## src/rtl/c7b_rd_arb.sv

```systemverilog
// c7b_rd_arb: read-channel arbiter/sequencer between three read requesters
// (LSU, IFU uncached fetch, ICU line refill) and one AXI-style AR/R pair.
// One read transaction outstanding at a time; returning R beats are steered
// to the owner of the current grant with zero-cycle pass-through.
//
// Optional build macro: C7B_RD_ARB_RR_EN
//   defined   -> round-robin arbitration (LSU -> ICU -> IFU -> LSU rotation,
//                2-bit last-grant register updated on the AR handshake)
//   undefined -> fixed priority LSU > ICU > IFU
//
// Ports:
//   clk, resetn                       clock, async active-low reset
//   lsu_rd_req/addr/ack/data_valid    LSU read requester
//   ifu_rd_req/addr/ack/data_valid    IFU uncached read requester
//   icu_req/addr/single/ack           ICU refill requester (addr is [31:3])
//   icu_data_valid/last/fault         ICU beat qualifiers
//   rd_data                           shared return data
//   ar_*                              AR channel (master side)
//   r_*                               R channel (master side)
//   id_err                            sticky flag: R beat with unexpected id
//
// State table:
//   S_IDLE | no transaction; arbitrate pending requests
//   S_ADDR | AR valid, fields held until ar_ready
//   S_DATA | R ready, waiting for matching beats up to r_last

module c7b_rd_arb #(
  parameter int         ICU_BURST_LEN = 4,
  parameter logic [3:0] LSU_ID        = 4'd1,
  parameter logic [3:0] IFU_ID        = 4'd2,
  parameter logic [3:0] ICU_ID        = 4'd3
) (
  input  logic        clk,
  input  logic        resetn,
  input  logic        lsu_rd_req,
  input  logic [31:0] lsu_rd_addr,
  output logic        lsu_rd_ack,
  output logic        lsu_data_valid,
  input  logic        ifu_rd_req,
  input  logic [31:0] ifu_rd_addr,
  output logic        ifu_rd_ack,
  output logic        ifu_data_valid,
  input  logic        icu_req,
  input  logic [28:0] icu_addr,
  input  logic        icu_single,
  output logic        icu_ack,
  output logic        icu_data_valid,
  output logic        icu_data_last,
  output logic        icu_fault,
  output logic [63:0] rd_data,
  output logic        ar_valid,
  input  logic        ar_ready,
  output logic [3:0]  ar_id,
  output logic [31:0] ar_addr,
  output logic [7:0]  ar_len,
  input  logic        r_valid,
  output logic        r_ready,
  input  logic [3:0]  r_id,
  input  logic [63:0] r_data,
  input  logic        r_last,
  input  logic [1:0]  r_resp,
  output logic        id_err
);

  typedef enum logic [1:0] {S_IDLE, S_ADDR, S_DATA} state_t;
  typedef enum logic [1:0] {G_LSU = 2'd0, G_ICU = 2'd1, G_IFU = 2'd2} grant_t;

  state_t state;
  grant_t grant;
  grant_t pick;
  logic   any_req;
  logic   ar_hs;
  logic   beat_ok;

  assign any_req = lsu_rd_req | icu_req | ifu_rd_req;
  assign ar_hs   = ar_valid & ar_ready;

`ifdef C7B_RD_ARB_RR_EN
  logic [1:0] last_grant;

  // Highest priority goes to the requester following the last winner.
  always_comb begin
    pick = G_LSU;
    case (last_grant)
      2'd0: begin
        if (icu_req)         pick = G_ICU;
        else if (ifu_rd_req) pick = G_IFU;
        else                 pick = G_LSU;
      end
      2'd1: begin
        if (ifu_rd_req)      pick = G_IFU;
        else if (lsu_rd_req) pick = G_LSU;
        else                 pick = G_ICU;
      end
      default: begin
        if (lsu_rd_req)      pick = G_LSU;
        else if (icu_req)    pick = G_ICU;
        else                 pick = G_IFU;
      end
    endcase
  end

  always_ff @(posedge clk or negedge resetn) begin
    if (!resetn) begin
      last_grant <= 2'd0;
    end else if (ar_hs) begin
      last_grant <= grant;
    end
  end
`else
  always_comb begin
    pick = G_LSU;
    if (lsu_rd_req)   pick = G_LSU;
    else if (icu_req) pick = G_ICU;
    else              pick = G_IFU;
  end
`endif

  always_ff @(posedge clk or negedge resetn) begin
    if (!resetn) begin
      state    <= S_IDLE;
      grant    <= G_LSU;
      ar_valid <= 1'b0;
      ar_addr  <= '0;
      ar_id    <= '0;
      ar_len   <= '0;
      id_err   <= 1'b0;
    end else begin
      case (state)
        S_IDLE: begin
          if (any_req) begin
            grant    <= pick;
            ar_valid <= 1'b1;
            state    <= S_ADDR;
            case (pick)
              G_ICU: begin
                ar_addr <= {icu_addr, 3'b000};
                ar_id   <= ICU_ID;
                ar_len  <= icu_single ? 8'd0 : 8'(ICU_BURST_LEN - 1);
              end
              G_IFU: begin
                ar_addr <= ifu_rd_addr;
                ar_id   <= IFU_ID;
                ar_len  <= 8'd0;
              end
              default: begin
                ar_addr <= lsu_rd_addr;
                ar_id   <= LSU_ID;
                ar_len  <= 8'd0;
              end
            endcase
          end
        end
        S_ADDR: begin
          if (ar_ready) begin
            ar_valid <= 1'b0;
            state    <= S_DATA;
          end
        end
        S_DATA: begin
          // Beats with a foreign id are consumed and dropped; only the flag moves.
          if (r_valid) begin
            if (r_id == ar_id) begin
              if (r_last) state <= S_IDLE;
            end else begin
              id_err <= 1'b1;
            end
          end
        end
        default: state <= S_IDLE;
      endcase
    end
  end

  assign lsu_rd_ack = ar_hs & (grant == G_LSU);
  assign icu_ack    = ar_hs & (grant == G_ICU);
  assign ifu_rd_ack = ar_hs & (grant == G_IFU);

  assign r_ready = (state == S_DATA);
  assign beat_ok = r_ready & r_valid & (r_id == ar_id);

  assign lsu_data_valid = beat_ok & (grant == G_LSU);
  assign icu_data_valid = beat_ok & (grant == G_ICU);
  assign ifu_data_valid = beat_ok & (grant == G_IFU);
  assign icu_data_last  = icu_data_valid & r_last;
  assign icu_fault      = icu_data_valid & (r_resp != 2'b00);
  assign rd_data        = beat_ok ? r_data : 64'd0;

endmodule

```

## config.mk

```make
export PLATFORM = sky130hd
export DESIGN_NAME = c7b_rd_arb
export DESIGN_NICKNAME = d
export VERILOG_FILES = /design/src/rtl/c7b_rd_arb.sv
export SDC_FILE = /design/constraint.sdc
export NUM_CORES = 1
export LEC_CHECK = 0
export CAP_MARGIN = 5
export CELL_PAD_IN_SITES_DETAIL_PLACEMENT = 1
export CELL_PAD_IN_SITES_GLOBAL_PLACEMENT = 2
export CORE_ASPECT_RATIO = 0.5
export CORE_UTILIZATION = 16
export CTS_CLUSTER_SIZE = 10
export DETAILED_ROUTE_END_ITERATION = 12
export PLACE_DENSITY = 0.95
export SLEW_MARGIN = 20
export SYNTH_ARGS = -nofsm -noshare
export SYNTH_HDL_FRONTEND = slang
export SYNTH_SLANG_ARGS = --single-unit
```

## constraint.sdc

```tcl
create_clock -name clk -period 3.2 [get_ports clk]
set_input_delay 0.64 -clock clk [delete_from_list [all_inputs] [get_ports clk]]
set_output_delay 0.64 -clock clk [all_outputs]
set_load 0.01 [all_outputs]
```

# == Yosys cells after proc, flatten, opt, wreduce, memory -nomap -nowiden ==
# Cells that the tools add are included.
# word_totals
ff_bits,50
latch_bits,0
ramBits,0
rom_bits,0
inputBits,172
out_inout_bits,119
word_cells,57
memories,0
# classes
addsub,0
multipliers,0
div_mod_pow,0
order_cmp,0
n_eq_ne,12
n_shift,0
mux,16
bitwise,14
reduce_logical,8
# ops
op,n
2-to-1 mux 64 bit,1
one-hot mux 32 bit (2 select lines),1
2-to-1 mux 2 bit,9
bitwise AND 1 bit,11
equality test 2 x 1 -> 1 bit (second input constant),3
equality test 2 bit (second input constant),3
inequality test 2 bit (second input constant),3
one-hot mux 2 bit (3 select lines),1
AND reduction 3 bit,2
AND reduction 5 bit,1
equality test 4 bit,1
zero test 2 bit,2
inequality test 2 x 1 -> 1 bit (second input constant),2
one-hot mux 2 bit (2 select lines),1
nonzero test 2 bit,2
2-to-1 mux 1 bit,2
bitwise OR 1 bit,2
one-hot mux 1 bit (2 select lines),1
AND reduction 2 bit,1
NOT 1 bit,1

# == Longest topological paths before layout ==
# depth
depth_word,5
ltp_mapped,5
mapped_depth_nobuf,3

# == Least setup slack after synthesis ==
# Ideal clock, no wire load.
# synth_path
path_kind,input-to-output
startpoint,in r_id[0]
endpoint,out icu_fault
arrival_ns,1.552
required_ns,2.560
path_slack_ns,1.008
path_stages,4
path_buffers,1
cell_sequence,xnor2_1 > and4_4 > buf_6 > nor3b_1
# synth_between
elab_chain_len,4
# synth_lines
item,line,rtl
"start, declared",58,"input logic [3:0] r_id,"
equality test 4 bit,180,assign beat_ok = r_ready & r_valid & (r_id == ar_id);
bitwise AND 1 bit,180,
bitwise AND 1 bit,183,assign icu_data_valid = beat_ok & (grant == G_ICU);
bitwise AND 1 bit,186,assign icu_fault = icu_data_valid & (r_resp != 2'b00);
"end, declared",49,"output logic icu_fault,"
# Every way passes these cells.

# == Worst setup path in the final report ==
# layout_path
startpoint,in r_id[1]
endpoint,out rd_data[48]
# layout_between
elab_chain_len,3
# layout_lines
item,line,rtl
equality test 4 bit,180,
bitwise AND 1 bit,180,
2-to-1 mux 64 bit,187,assign rd_data = beat_ok ? r_data : 64'd0;
"end, declared",50,"output logic [63:0] rd_data,"
# Every way passes these cells.

==> reports/results.tsv <==
stage	metric	value	unit
yosys	synth_compound_area_share	14.3	%
critical_path	r2r-end	grant[1]$_DFFE_PN0P_	
floorplanning	rows	34	
detailed_routing	dr.pass1.iters	8	
cells_and_area	drive_gt1_share	9.22	%
timing	finClkSkew	0.00414	ns
cts	clock_latency	0.28	ns
grt	grt_overflow	0	
critical_path	startpoint	r_id[1]	
detailed_routing	via_per_inst	4.06	
critical_path	r2r-start	state[1]$_DFFE_PN0P_	
timing	setup-tns-final	0	ns
cts	cts-htree-levels	2	
timing	hold_viol	0	
yosys	yosys.area_share.simple	21.1	%
yosys	muxShareOfSynthArea	21.3	%
timing	setup_violations	0	
timing	fmax	321	MHz
cts	cts.reportedPaths.clkPinSlew	0.06	ns
grt	grt_pass1_wl	20.1	mm
yosys	syn_area	2900	µm²
timing	slew_headroom	36.7	%
floorplanning	coreArea	17600	µm²
detailed_routing	drtAntennaViolNets	0	
yosys	avgSynthCellArea	9.27	µm²
placement	place_hpwl	10.9	mm
cells_and_area	diodes	0	
run_status	status	finished with violations	
detailed_routing	drc_errors	34	
grt	grt_usage	13.9	%
grt	antenna_found_initial	0	
yosys	async_flop_share	100	%
yosys	synth-warning-count	0	
hold_path	hold_class	flip-flop to flip-flop	
critical_path	crit_type	primary input to primary output	
cells_and_area	num-nets-final	757	
yosys	syn_inst	313	
power_and_ir_drop	power_density	498	nW/µm²
yosys	ys.flop_type	dfrtp_1	
yosys	ys_types	31	
grt	grt_pass1_vias	3638	
power_and_ir_drop	p_leak	2.52	nW
detailed_routing	post_drt_wl_per_cell	16.5	µm
yosys	synth_edf_count	0	
cts	cts_max_path_buffers	2	
yosys	synth_commonest_cells	66 x o21ai_0, 65 x and2_1, 41 x dfrtp_1, 29 x mux2_2, 29 x mux2i_1	
critical_path	worst-r2r-setup-slack	1.62	ns
timing	maxSlewViolCount	0	
yosys	yosysTopAreaCell	dfrtp_1	
cts	numCtsBuffers	5	
detailed_routing	drtIter0Drc	101	
power_and_ir_drop	total_power	3.04	mW
placement	portBuffers	282	
critical_path	crit_required	2.56	ns
cells_and_area	final_cells	820	
timing	fin_crit	3.12	ns
cts	cts_tree	yes	
critical_path	rr_worst_depth	3	
yosys	synth_most_common_cell	o21ai_0	
yosys	synth_top_family_by_area	multiplexers	
yosys	synth_xor_area_share	0.604	%
yosys	synth.area.top_cells	dfrtp_1 35%, and2_1 14%, o21ai_0 11%	
floorplanning	io_pins	291	
critical_path	path_max_fanout	35	
yosys	yosysTopAreaCellShare	35.4	%
critical_path	critPathCaptureType	primary output	
placement	place_inst	812	
cells_and_area	utilization	34.8	%
cts	root_buffer	clkbuf_16	
cts	numClockSinks	41	
yosys	synth-seq-cells	41	
yosys	yosys.area_share.adder	0	%
floorplanning	die-area	18700	µm²
floorplanning	die_y	97.2	µm
flow_run	drv_cap	0	
detailed_routing	postRouteWirelength	13.5	mm
timing	fin_hold_ws	0.456	ns
power_and_ir_drop	ir_worst_vdd	0.000277	V
critical_path	arrival	2.48	ns
run_status	violations	DRC	
timing	period_share	97.3	%
placement	gp_congestion	0.740	
critical_path	worstSetupStartpointType	primary input	
yosys	ys_seq_area_share	35.4	%
detailed_routing	via_count	3326	
critical_path	crit_end	rd_data[48]	
floorplanning	start_util	16.5	%
timing	rsz0062_at_grt	no	
floorplanning	dieWidth	192	µm
grt	grt_max_degree	42	
timing	tightest_slew	0.950	ns
cells_and_area	area_growth	111	%
==> per-layer routing <==
layer	wire, µm	track usage [%]	part of all wire (%)
met5	0	0	0
met2	7370	27.9	55
met4	76	2.12	0.56
met3	925	2.82	6.8
met1	5150	14.8	38
==> cell families after synthesis <==
group,count (synthesis)
XOR/XNOR,2
flip-flops,41
buffers and inverters,34
multiplexers,58
AO/OA/AOI/OAI,79
AND/OR/NAND/NOR,98
other,1
==> repair_timing <==
action | in CTS | in global routing
buffers inserted | 0 | 0
hold buffers | 0 | 0
setup endpoints to repair | 0 | 43
gates resized for setup | 0 | 7
==> worst min-delay path by stage <==
stage	from	to	slack (ns)	cells after the start
2_1_floorplan	resetn	ar_addr[0]$_DFFE_PN0P_	0.34	0
3_3_place_gp	id_err$_DFFE_PN0P_	id_err$_DFFE_PN0P_	0.45	1
3_5_place_dp	id_err$_DFFE_PN0P_	id_err$_DFFE_PN0P_	0.45	1
4_1_cts	id_err$_DFFE_PN0P_	id_err$_DFFE_PN0P_	0.46	1
5_1_grt	id_err$_DFFE_PN0P_	id_err$_DFFE_PN0P_	0.47	1
6_report	id_err$_DFFE_PN0P_	id_err$_DFFE_PN0P_	0.46	1
==> state kept, by name, summed over array words and instances (netlist names) <==
signal	count
state	2
id_err	1
ar_addr	32
ar_len	1
ar_id	2
grant	2
ar_valid	1
==> through the flow <==
stage	worst slack (ns)	instance area, µm²
2_1_floorplan	1.01	2930
3_3_place_gp	0.0213	5920
3_5_place_dp	0.00353	5920
4_1_cts	0.00197	6090
5_1_grt	0.000370	6110
6_report	0.0848	6110
==> worst max-delay path, stage by stage <==
cell and delay [ns]:
clkdlybuf4s50_1 0.50, xnor2_2 0.13, and4_4 0.32, buf_12 0.17, and2_1 0.14, clkdlybuf4s50_1 0.55
==> area by class of cell <==
cell class / count / area [µm²]
clock buffer: 7 / 143
clock inverter: 1 / 30.0
fill: 2033 / 11500
multi-input combinational: 245 / 1700
sequential: 41 / 1030
tap: 234 / 293
timing repair buffer: 292 / 2920
==> cell usage in the layout (no fill, tap or decap), types with 4 or more instances in the layout <==
cell	n
clkdlybuf4s50_1	273
o21ai_0	66
and2_1	65
dfrtp_1	41
mux2_2	29
mux2i_1	29
nor2_1	8
conb_1	8
buf_4	8
nand2_1	6
dlymetal6s2s_1	6
clkbuf_16	5
o21ai_1	4
a22oi_1	4
==> report_power, final <==
group	internal [mW]	switching [mW]
clock network	0.390	0.195
registers	0.768	0.161
logic	0.831	0.699
total	1.99	1.05
No activity file was read; power rests on OpenSTA's default activity.
